**src/rtl/i2s_sample_sink.sv**
```systemverilog
// i2s_sample_sink: takes one sample per frame from the source and sends it on both
// channels of a Philips I2S stream, with bclk and lrclk divided down from mclk.
module i2s_sample_sink #(
  parameter int SAMPLE_BITS = 16,
  parameter int SLOT_BITS   = 32,
  parameter int CLK_DIV     = 4
) (
  input  logic                          mclk,
  input  logic                          rst,
  input  logic signed [SAMPLE_BITS-1:0] p_sample_buffer,
  input  logic                          valid,
  output logic                          sample_req,
  output logic                          bclk,
  output logic                          lrclk,
  output logic                          sdata,
  output logic [7:0]                    underrun_cnt
);
  localparam int FRAME_LEN = 2 * SLOT_BITS * CLK_DIV;
  localparam int CW = $clog2(FRAME_LEN);
  localparam int DW = $clog2(CLK_DIV);
  localparam int BW = CW - DW;
  localparam int KW = $clog2(SLOT_BITS);
  logic [CW-1:0]          r_cnt, w_cnt_nxt;
  logic                   w_wrap, w_lr, r_fresh;
  logic [BW-1:0]          w_b;
  logic [KW-1:0]          w_k;
  logic [SAMPLE_BITS-1:0] r_shreg, r_hold, w_shreg_nxt;
  logic [SLOT_BITS-1:0]   w_slot;
  assign w_wrap      = r_cnt == CW'(FRAME_LEN - 1);
  assign w_cnt_nxt   = w_wrap ? '0 : r_cnt + 1'b1;
  assign w_b         = w_cnt_nxt[CW-1:DW];
  assign w_lr        = w_b >= BW'(SLOT_BITS);
  assign w_k         = KW'(w_lr ? w_b - BW'(SLOT_BITS) : w_b);
  assign w_shreg_nxt = w_wrap ? r_hold : r_shreg;
  // Slot k carries sample bit SAMPLE_BITS-k, so the MSB lags lrclk by one bclk.
  assign w_slot[0] = 1'b0;
  for (genvar g = 1; g <= SAMPLE_BITS; g++) begin : g_slot
    assign w_slot[g] = w_shreg_nxt[SAMPLE_BITS-g];
  end
  if (SLOT_BITS > SAMPLE_BITS + 1) begin : g_pad
    assign w_slot[SLOT_BITS-1:SAMPLE_BITS+1] = '0;
  end
  always_ff @(posedge mclk or posedge rst) begin
    if (rst) begin
      r_cnt        <= '0;
      r_shreg      <= '0;
      r_hold       <= '0;
      r_fresh      <= 1'b0;
      underrun_cnt <= '0;
      sample_req   <= 1'b0;
      bclk         <= 1'b0;
      lrclk        <= 1'b0;
      sdata        <= 1'b0;
    end else begin
      r_cnt      <= w_cnt_nxt;
      r_shreg    <= w_shreg_nxt;
      sample_req <= w_wrap;
      bclk       <= w_cnt_nxt[DW-1];
      lrclk      <= w_lr;
      sdata      <= w_slot[w_k];
      if (valid) r_hold <= p_sample_buffer;
      // A valid on the load edge keeps fresh set for the following frame.
      r_fresh <= valid | (r_fresh & ~w_wrap);
      if (w_wrap && !r_fresh && underrun_cnt != 8'hFF) underrun_cnt <= underrun_cnt + 1'b1;
    end
  end
endmodule

```
**config.mk**
```make
export PLATFORM = sky130hd
export DESIGN_NAME = i2s_sample_sink
export DESIGN_NICKNAME = d
export VERILOG_FILES = /design/src/rtl/i2s_sample_sink.sv
export SDC_FILE = /design/constraint.sdc
export NUM_CORES = 1
export LEC_CHECK = 0
export ABC_AREA = 1
export CAP_MARGIN = 20
export CORE_ASPECT_RATIO = 1.5
export CORE_MARGIN = 4
export CORE_UTILIZATION = 30
export DETAILED_ROUTE_END_ITERATION = 16
export MAX_ROUTING_LAYER = met4
export SLEW_MARGIN = 40
export SYNTH_ARGS = -nofsm -noshare
export SYNTH_HDL_FRONTEND = slang
export SYNTH_SLANG_ARGS = --single-unit
```
**constraint.sdc**
```tcl
create_clock -name mclk -period 1.7 [get_ports mclk]
set_input_delay 0.17 -clock mclk [delete_from_list [all_inputs] [get_ports mclk]]
set_output_delay 0.17 -clock mclk [all_outputs]
set_load 0.03 [all_outputs]
```
# == Word level (Yosys, flattened, before mapping) ==
# Index checks and enable logic that the tools add are counted.
# classes
reduce_logical,3
n_eq_ne,2
n_lt_le_gt_ge,2
mux,5
addsub,3
bitwise_logic,3
# op_table
operator,count
adder 8 x 1 -> 8 bit (second input constant),2
two-way mux 16 bit,1
equality test 8 bit (second input constant),1
two-way mux 8 bit,1
!= test 8 bit (second input constant),1
>= comparator 6 bit (second input constant),1
less-than comparator 5 x 6 -> 1 bit (second input constant),1
binary-select mux 1 bit (select 5 bit),1
two-way mux 5 bit,1
subtractor 5 x 1 -> 5 bit (second input constant),1
logical AND 1 bit,2
bitwise AND 1 bit,1
zero test 1 bit,1
two-way mux 1 bit,1
NOT 1 bit,1
bitwise OR 1 bit,1
# word_totals
reg_bits,53
out_inout_bits,12
in_bits,19
word_cells,27

# == Depth between registers and ports, before layout ==
# Gate-level depths: netlist of the first run.
# logic_depth
word_depth,6
depth_mapped,13
mapped_depth_nobuf,13

# == Least setup slack after synthesis of the first run ==
# Ideal clock, no wire load.
# synth_path
path_type,register -> register
from,register r_cnt[1]
to,register sdata
path_slack_ns,-0.190
arrival_ns,1.773
period_less_slack_ns,1.890
required_ns,1.583
stages_incl_launch_ff,11
setup_ns,0.117
path_buffers,1
path_cell_list,dfrtp_1 ha_1 xnor2_1 buf_4 nor2_1 a21oi_1 nand2_1 nand3_1 nand2_1 nand2_1 nand2_1
# synth_via
elab_chain_len,6
elab_cells_between_ends,9
# synth_lines
element,line,source
from (decl),23,"logic [CW-1:0] r_cnt, w_cnt_nxt;"
from (signal assigned),55,r_cnt <= w_cnt_nxt;
adder 8 x 1 -> 8 bit / equality test 8 bit (equally long branches),"30, 29",
two-way mux 8 bit,30,assign w_cnt_nxt = w_wrap ? '0 : r_cnt + 1'b1;
subtractor 5 x 1 -> 5 bit / >= comparator 6 bit (equally long branches),"33, 32",
two-way mux 5 bit,33,assign w_k = KW'(w_lr ? w_b - BW'(SLOT_BITS) : w_b);
binary-select mux 1 bit (select 5 bit) (*),60,sdata <= w_slot[w_k];
two-way mux 1 bit (implied by the code) (*),60,
to (signal assigned),60,
to (decl),15,"output logic sdata,"
# Every way passes the cells marked *; elsewhere a longest branch is shown, timed or not. The select of a mux whose other input is x is not followed.
# A chain may end at the register's enable or synchronous reset.

# == Worst setup path after layout of the first run ==
# layout_path
from,register r_cnt[0]
to,register underrun_cnt[4]
# layout_via
elab_chain_len,3
# layout_lines
element,line,source
equality test 8 bit,29,assign w_wrap = r_cnt == CW'(FRAME_LEN - 1);
named net w_wrap,24,"logic w_wrap, w_lr, r_fresh;"
logical AND 1 bit (2 in series),64,if (w_wrap && !r_fresh && underrun_cnt != 8'hFF) underrun_cnt <= underrun_cnt + 1'b1;
to (signal assigned),64,
to (decl),16,output logic [7:0] underrun_cnt
# The timed path passes the listed nets, and every way through them passes these cells.

==> results_dict.tcl, run 1 <==
set metrics [dict create \
    outcome "finished, final reports clean" \
    io_pins 31 \
    mostFrequentLayoutCells "49 x dfrtp_1, 41 x nand2_1, 28 x clkdlybuf4s50_1, 22 x inv_1, 20 x buf_4" \
    row_count 38 \
    synthCells 241 \
    synth_edf_count 0 \
    setup_violations 0 \
    seq_area_frac_synth_pct 56.37 \
    grt_util_met2_pct 18.80 \
    required_ns 1.91 \
    dr.pass1.iters 4 \
    slew_headroom_pct 74.16 \
    startpoint_type "flop" \
    power.density_nw_per_um2 699.5 \
    rsz0062_at_grt "true" \
    period_share_pct 98.87 \
    tightest_slew_ns 0.3870 \
    fp.dieH_um 115.4 \
    cts_inserted_buffers 5 \
    r2r-start "r_cnt[0]$_DFF_PP0_" \
    path_depth 10 \
    die-area_um2 9192 \
    root_buffer "clkbuf_8" \
    fin_ws_ns 0.01921 \
    fillers 725 \
    r2r_end "underrun_cnt[4]$_DFFE_PP0P_" \
    cp_data_arrival_time_ns 1.89 \
    syn_avg_cell_area_um2 9.579 \
    final-max-slew-violation-count 0 \
    grt_pass1_wl_mm 7.955 \
    nets 319 \
    cts_tree "yes" \
    first_global_vias 1795 \
    clk_pin_slew_ns 0.10 \
    pre_cts_ws_ns -0.002233 \
    clock.fmax_ghz 0.5950 \
    gp_congestion 0.8634 \
    via_per_inst 4.449 \
    finalClockSkew_ns 0.01035 \
    ys_ff_latch 52 \
    finalHoldViolCount 0 \
    final_common_cell "dfrtp_1" \
    crit_chain "ha_4 > nand2_4 > nor2_4 > nand2_8 > clkinv_8 > nand3_4 > buf_4 > nor2_4 > nand3_1 > xnor2_1" \
    grt_use_total_pct 11.36 \
    synth_area_um2 2308 \
    hold_buffers 0 \
    ys_warn_count 0 \
    die_x_um 79.63 \
    cts.path.max_buffers 2 \
    period_minus_slack_ns 1.681 \
    grt_overflow 0 \
    syn_nets 262 \
    initial_utilization_pct 31.32 \
    antennaDiodeCount 0 \
    maxCapViolations 0 \
    rr_worst_depth 10 \
    cp-end-kind "flop" \
    grt_start_max_net_pins 24 \
    min_path_type "input pin to asynchronous set/reset pin" \
    endpoint "underrun_cnt[4]$_DFFE_PP0P_" \
    busiest_layer "met2" \
    antenna_left 0 \
    reg2reg_slack_ns 0.02 \
    cts_sinks 52 \
    cp_max_fo 6 \
    ir_worst_vdd_uv 573.9 \
    drt_iter0_markers 36 \
    hpwlAfterDp_mm 3.436 \
    cp_slowest_cell "dfrtp_1" \
    core_region_area_um2 7370 \
    postSynth.asyncResetShare_pct 100.0 \
    cp_top_family "simple AND/OR/NAND/NOR gates" \
    wl_per_cell_um 11.70 \
    critical_path.max_stage_delay_ns 0.39 \
    ys_types 27 \
    antenna_found_initial 0 \
    met1_usage_pct 12.76 \
    vias 1775 \
    drc_errors 0 \
    synth_flop_cell "dfrtp_1" \
    wirelength_mm 4.668 \
    area_growth_pct 39.89 \
    fin_tns_setup_ns 0 \
    crit_buf_inv 2 \
    cp-startpoint "r_cnt[0]$_DFF_PP0_" \
    htree_num_levels 2 \
    cp_common_cell "nor2_4" \
    grt.met3_usage_pct 1.788 \
    worstSkewPairLatency_ns 0.31 \
    io_buffers 30 \
    leakage_nw 1.625 \
    critPathKind "flop to flop" \
    drive_above_1_share_pct 27.76 \
]
-- cell usage after synthesis (2+ instances only) --
| master | number | area, um2 |
|---|---|---|
| nor3_1 | 7 | 35.03 |
| inv_1 | 23 | 86.33 |
| nor2_4 | 2 | 22.52 |
| nand4_1 | 2 | 12.51 |
| nand2_1 | 50 | 187.7 |
| mux2_2 | 9 | 101.4 |
| a21oi_1 | 2 | 10.01 |
| clkbuf_1 | 4 | 15.01 |
| nor2_2 | 2 | 12.51 |
| nand3_1 | 26 | 130.1 |
| ha_1 | 2 | 25.02 |
| nand2_4 | 2 | 22.52 |
| nor2_1 | 21 | 78.83 |
| dfrtp_1 | 52 | 1301 |
| xor2_1 | 6 | 52.55 |
| xnor2_1 | 3 | 26.28 |
| o21ai_0 | 18 | 90.09 |
-- cell type report --
class | instances | area [um2] | area share, %
clock inverters | 3 | 42.54 | 1.317
repair buffers | 56 | 549.3 | 17.01
clock buffers | 5 | 68.82 | 2.131
inverters | 24 | 102.6 | 3.177
multi-input cells | 159 | 1036 | 32.08
well taps | 100 | 125.1 | 3.874
flip-flops and latches | 52 | 1305 | 40.41
-- through the flow --
stage               hold WS (ns)  power (mW)  util, %  cell area (um2)  cells
CTS                       0.1604       2.294    40.93             3017    391
global route              0.1857       2.355    43.82             3229    399
detailed placement        0.4547       1.442    39.17             2887    383
finish                    0.1487       2.259    43.82             3229    399
global placement          0.4483       1.439    39.17             2887    383
floorplan                 0.2910       1.367        -             2337    241
-- routing by layer --
layer  wire length (um)  vias up
li1                   -      887
met1               1910      853
met2               2479       24
met3                109       11
met4                169        0
met5                  0        -
-- worst min path at each step --
stage	startpoint	end	slack, ns
2_1_floorplan	p_sample_buffer[0]	r_hold[0]$_DFFE_PP0P_	0.29
3_3_place_gp	r_shreg[2]$_DFF_PP0_	r_shreg[2]$_DFF_PP0_	0.45
3_5_place_dp	r_shreg[2]$_DFF_PP0_	r_shreg[2]$_DFF_PP0_	0.45
4_1_cts	rst	r_hold[7]$_DFFE_PP0P_	0.16
5_1_grt	rst	underrun_cnt[2]$_DFFE_PP0P_	0.19
6_report	rst	r_hold[7]$_DFFE_PP0P_	0.15
-- where the power goes --
part | switching (mW) | internal [mW] | leakage, nW
Clock | 0.410 | 0.436 | 0.0541
Sequential | 0.0143 | 1.27 | 0.670
Combinational | 0.0575 | 0.0699 | 0.902
-- logic make-up after synthesis --
logic type / count (synthesis) / share of synthesized area (%)
compound gates: 22 / 4.933
xor+xnor: 9 / 3.415
fa+ha+maj: 2 / 1.084
buf+inv: 30 / 6.016
flops: 52 / 56.37
mux: 9 / 4.390
simple gates: 117 / 23.79
-- state kept, by name (all words and copies together), names as in the netlist --
name and flops:
sample_req 1, r_fresh 1, underrun_cnt 8, sdata 1, r_cnt 8, r_shreg 16
lrclk 1, r_hold 16
-- worst register-to-register path, cell delays in order, from the launching register on --
cell and delay (ns):
dfrtp_1 0.39, ha_4 0.20, nand2_4 0.06, nor2_4 0.18
nand2_8 0.10, clkinv_8 0.08, nand3_4 0.10, buf_4 0.17
nor2_4 0.09, nand3_1 0.08, xnor2_1 0.13
-- timing repair --
action,in CTS,in global routing
setup endpoints to repair,2,6
setup buffers,0,8
resized for setup,3,38
pin swaps,1,12
Note: power is estimated with default switching activity, not from simulation.
==> run 2, diff against run 1 <==
- DONT_BUFFER_PORTS: default -> 1
- GPL_TIMING_DRIVEN: default -> 0
- SLEW_MARGIN: 40 -> 20
==> run 2 against run 1 <==
Compared with the run above: critical path depth rose by 3; the run now ends with setup timing left; worst setup slack lost 0.20 ns; sequential share of layout area grew 2.0 points; clock-buffer cell count grew 2; sequential cell count did not move; largest power group unchanged; largest cell class unchanged; critical path type unchanged.
==> results_dict.tcl, run 2 (synthesized netlist as in run 1, its figures left out) <==
set metrics [dict create \
    leakage_nw 1.550 \
    clk_pin_slew_ns 0.09 \
    period_share_pct 110.4 \
    rr_worst_depth 13 \
    power.internal_mw 1.851 \
    antennaDiodeCount 0 \
    hold_depth 1 \
    min_path_type "input pin to flop" \
    met3_length_um 105 \
    cts_inserted_buffers 5 \
    dr.pass1.iters 4 \
    slew_headroom_pct 68.93 \
    grt_overflow 0 \
    wirelength_mm 4.754 \
    drive_above_1_share_pct 27.21 \
    grt_pass1_wl_mm 8.493 \
    rsz0062_at_grt "true" \
    fillers 720 \
    r2r_end "sdata$_DFF_PP0_" \
    period_minus_slack_ns 1.876 \
    fin_cells 383 \
    regArea_um2 1306 \
    comb_power_share_pct 5.3 \
    violations "setup timing" \
    top_layer_used "met4" \
    reg2reg_slack_ns -0.18 \
    cts.path.max_buffers 2 \
    initial_utilization_pct 31.32 \
    die_x_um 79.63 \
    power.density_nw_per_um2 758.5 \
    core_region_area_um2 7370 \
    startpoint_type "flop" \
    drt_iter0_markers 51 \
    place_area_um2 2510 \
    first_global_vias 1820 \
    area_growth_pct 33.33 \
    via_per_inst 4.540 \
    cp_slowest_cell "dfrtp_2" \
    ir_worst_vdd_uv 502.3 \
    place_inst 343 \
    wl_per_cell_um 12.41 \
    switchingPower_mw 0.4832 \
    grt_use_total_pct 12.02 \
    worstSkewPairLatency_ns 0.31 \
    hpwlAfterDp_mm 3.389 \
    io_buffers 0 \
    cp_max_fo 6 \
    grt_start_max_net_pins 26 \
    fin_ws_ns -0.1760 \
    wl_met2_mm 2.630 \
    hp-start "p_sample_buffer[14]" \
    wl_met1_mm 1.897 \
    fin_util_pct 41.77 \
    switching_share_pct 20.70 \
    cts_sinks 52 \
    crit_chain "ha_4 > nand2_4 > nor2_4 > nand2_4 > clkbuf_16 > nand2_4 > nand3_2 > nand3_2 > nand3_2 > nand3_2 > nand2_1 > nand2_1 > nand2_1" \
    antenna_left 0 \
    power_mw 2.335 \
    p_clk_share_pct 39.6 \
    finalHoldViolCount 0 \
    gp_congestion 0.7755 \
    antenna_found_initial 0 \
    timing.hold.ws_ns 0.01617 \
    cp_data_arrival_time_ns 2.08 \
    fp.dieH_um 115.4 \
    outcome "finished with violations" \
    postLayoutCellArea_um2 3078 \
    maxCapViolations 0 \
    vias 1739 \
    die-area_um2 9192 \
    final_common_cell "dfrtp_1" \
    tightest_slew_ns 0.4660 \
    required_ns 1.90 \
    seq_power_share_pct 55.1 \
    top_regs "r_hold x16, r_shreg x16" \
    cts_tree "yes" \
    critPathKind "flop to flop" \
    clock.fmax_ghz 0.5331 \
    finalClockSkew_ns 0.006214 \
    nets 303 \
    setup_violations 17 \
    pre_cts_ws_ns -0.3175 \
    multi_input_comb_area_um2 1020 \
    htree_num_levels 2 \
    fin_tns_setup_ns -1.238 \
    drc_errors 0 \
    min_to "r_hold[14]$_DFFE_PP0P_" \
    final-max-slew-violation-count 0 \
    row_count 38 \
    cp-end-kind "flop" \
    critical_path.max_stage_delay_ns 0.51 \
    r2r-start "r_cnt[1]$_DFF_PP0_" \
    cp_common_cell "nand3_2" \
    root_buffer "clkbuf_8" \
    io_pins 31 \
    mostFrequentLayoutCells "48 x dfrtp_1, 47 x nand2_1, 22 x inv_1, 20 x nor2_1, 19 x nand3_1" \
]
[run 2: how the worst max path moves through the flow]
stage | slack [ns] | start | endpoint | depth (start not counted)
2_1_floorplan | -0.06 | r_cnt[1]$_DFF_PP0_ | sdata$_DFF_PP0_ | 13
3_3_place_gp | -0.48 | rst | r_cnt[1]$_DFF_PP0_ | 1
3_5_place_dp | -0.32 | r_cnt[1]$_DFF_PP0_ | sdata$_DFF_PP0_ | 13
4_1_cts | -0.19 | r_cnt[1]$_DFF_PP0_ | sdata$_DFF_PP0_ | 13
5_1_grt | -0.32 | r_cnt[1]$_DFF_PP0_ | sdata$_DFF_PP0_ | 14
6_report | -0.18 | r_cnt[1]$_DFF_PP0_ | sdata$_DFF_PP0_ | 13
[run 2: power by group through the flow]
stage / combinational [mW] / clock, mW / sequential, mW
after floorplan: 0.0621 / 0 / 1.31
final: 0.124 / 0.925 / 1.29
after global routing: 0.143 / 0.989 / 1.29
after CTS: 0.124 / 0.952 / 1.29
after global placement: 0.0779 / 0 / 1.31
after detailed placement: 0.0943 / 0 / 1.31
[run 2: routing by layer]
metal	track usage, %	vias up
met5	-	-
met4	5.505	0
met3	1.788	7
met2	20.58	25
met1	13.75	846
li1	-	861
[run 2: area by class of cell]
type | instances | area share, %
Tap cell | 100 | 4.065
Clock buffer | 7 | 3.130
Timing Repair Buffer | 33 | 11.14
Clock inverter | 1 | 0.9756
Multi-Input combinational cell | 160 | 33.13
Inverter | 24 | 3.333
Buffer | 6 | 1.789
Sequential cell | 52 | 42.44
[run 2: what timing repair did]
item / CTS / global route
setup endpoints to repair: 18 / 18
endpoints found under the hold margin: 47 / 0
pin swaps: 6 / 9
hold buffers: 16 / 0
gates resized for setup: 14 / 36
cloned: 1 / 1
setup buffers: 11 / 3
[run 2: worst max-delay path: cells and delay by family, from the launching register on]
family	cells	cell delay, ns
fa+ha+maj	1	0.22
buf+inv	1	0.19
flops	1	0.51
simple gates	11	0.84
==> run 3, diff against run 2 <==
- CORE_UTILIZATION: 30 -> 45
==> run 3 against run 2 <==
Compared with the run above: the flow still finishes with violations (setup timing); die area decreased by 31%; utilization increased by 18 points; combinational power decreased by 11%; routed wire length decreased by 11%; worst setup slack improved by 0.024 ns; hold slack got worse by 0.0016 ns; fmax increased by 1.3%; critical path depth decreased by 3; first-iteration DRC count decreased by 39%; power decreased by 8.7%.
==> results_dict.tcl, run 3 (synthesized netlist as in run 1, its figures left out) <==
set metrics [dict create \
    worstSkewPairLatency_ns 0.30 \
    cts.path.max_buffers 2 \
    drive_above_1_share_pct 26.01 \
    clk_pin_slew_ns 0.09 \
    initial_utilization_pct 47.24 \
    violations "setup timing" \
    final-max-slew-violation-count 0 \
    grt_pass1_wl_mm 7.417 \
    fp.dieH_um 95.72 \
    wl_per_cell_um 12.54 \
    required_ns 1.88 \
    cp-end-kind "flop" \
    drt_iter0_markers 31 \
    hpwlAfterDp_mm 3.033 \
    die_x_um 66.48 \
    dr.pass1.iters 4 \
    cp_slowest_cell "dfrtp_2" \
    ir_worst_vdd_uv 512.3 \
    row_count 31 \
    antenna_left 0 \
    fin_cells 339 \
    cts_sinks 52 \
    first_global_vias 1681 \
    place_inst 308 \
    area_growth_pct 27.43 \
    slew_headroom_pct 54.47 \
    min_path_type "input pin to flop" \
    startpoint_type "flop" \
    setup_violations 8 \
    cp_top_family "simple AND/OR/NAND/NOR gates" \
    cp_max_fo 6 \
    maxCapViolations 0 \
    finalClockSkew_ns 0.003410 \
    gp_congestion 0.8669 \
    finalHoldViolCount 0 \
    nets 294 \
    tightest_slew_ns 0.6819 \
    die-area_um2 6363 \
    critPathKind "flop to flop" \
    period_share_pct 108.9 \
    critical_path.max_stage_delay_ns 0.51 \
    rsz0062_at_grt "true" \
    grt_start_max_net_pins 32 \
    cts_tree "yes" \
    leakage_nw 1.507 \
    drc_errors 0 \
    root_buffer "clkbuf_8" \
    vias 1644 \
    cp_common_cell "nand2_4" \
    antennaDiodeCount 0 \
    mostFrequentLayoutCells "47 x dfrtp_1, 46 x nand2_1, 22 x inv_1, 19 x nor2_1, 15 x nand3_1" \
    grt_overflow 0 \
    htree_num_levels 2 \
    io_buffers 0 \
    fin_ws_ns -0.1521 \
    wirelength_mm 4.251 \
    final_common_cell "dfrtp_1" \
    power_mw 2.132 \
    via_per_inst 4.850 \
    clock.fmax_ghz 0.5399 \
    antenna_found_initial 0 \
    period_minus_slack_ns 1.852 \
    outcome "finished with violations" \
    cp_data_arrival_time_ns 2.04 \
    top_regs "r_hold x16, r_shreg x16" \
    core_region_area_um2 4887 \
    grt_use_total_pct 15.81 \
    fin_util_pct 60.19 \
    power.density_nw_per_um2 724.7 \
    crit_chain "ha_4 > nand2_4 > nor2_4 > nand2_4 > clkinv_8 > nand3_4 > nor2_2 > nand3_2 > buf_4 > xnor2_2" \
    crit_buf_inv 2 \
    io_pins 31 \
    cts_inserted_buffers 5 \
]
-- run 3: metrics by stage --
step                      instance area (um2)  worst slack, ns  hold slack, ns  TNS [ns]
final                                    2942          -0.1521         0.01456   -0.7981
after global routing                     2942          -0.2789        0.004831    -1.733
after CTS                                2791          -0.1610        0.003247   -0.4586
after detailed placement                 2447          -0.3005          0.1999    -2.640
after global placement                   2420          -0.4873          0.2960    -19.66
after floorplan                          2337         -0.06480          0.2910   -0.1170
-- run 3: report_power, final --
part / leakage [nW] / internal, mW / switching, mW / total (mW)
Sequential: 0.666 / 1.27 / 0.0134 / 1.28
Clock: 0.0503 / 0.363 / 0.375 / 0.737
Combinational: 0.790 / 0.0528 / 0.0571 / 0.110
Total: 1.51 / 1.69 / 0.445 / 2.13
-- run 3: area by class of cell --
class / count / area, um2
Buffer: 5 / 43.79
Tap cell: 66 / 82.58
Fill cell: 448 / 1946
Sequential cell: 52 / 1308
Inverter: 24 / 102.6
Clock buffer: 7 / 96.34
Timing Repair Buffer: 26 / 274.0
Multi-Input combinational cell: 159 / 1035
-- run 3: path summary, 6_finish.rpt --
kind | start | endpoint | slack [ns] | cells after the start
max | r_cnt[1]$_DFF_PP0_ | underrun_cnt[3]$_DFFE_PP0P_ | -0.15 | 10
min | p_sample_buffer[8] | r_hold[8]$_DFFE_PP0P_ | 0.01 | 1
max reg2reg | r_cnt[1]$_DFF_PP0_ | underrun_cnt[3]$_DFFE_PP0P_ | -0.15 | 10
min reg2reg | r_shreg[2]$_DFF_PP0_ | r_shreg[2]$_DFF_PP0_ | 0.47 | 2
max in group asynchronous | rst | r_shreg[6]$_DFF_PP0_ | 0.73 | 3
min in group asynchronous | rst | underrun_cnt[2]$_DFFE_PP0P_ | 0.43 | 2
-- run 3: layer usage --
metal | vias to the layer above | wire [um] | share of wire (%) | track usage, %
li1 | 836 | - | - | -
met1 | 777 | 1728 | 41 | 17.98
met2 | 25 | 2295 | 54 | 27.09
met3 | 6 | 166 | 3.9 | 3.972
met4 | 0 | 62 | 1.5 | 5.085
met5 | - | 0 | 0 | -
-- run 3: repair_timing --
item	4_1_cts	5_1_grt
pin swaps	8	7
setup buffers	7	4
gates resized for setup	17	24
hold buffers	10	4
endpoints found under the setup margin	18	15
endpoints found under the hold margin	39	4
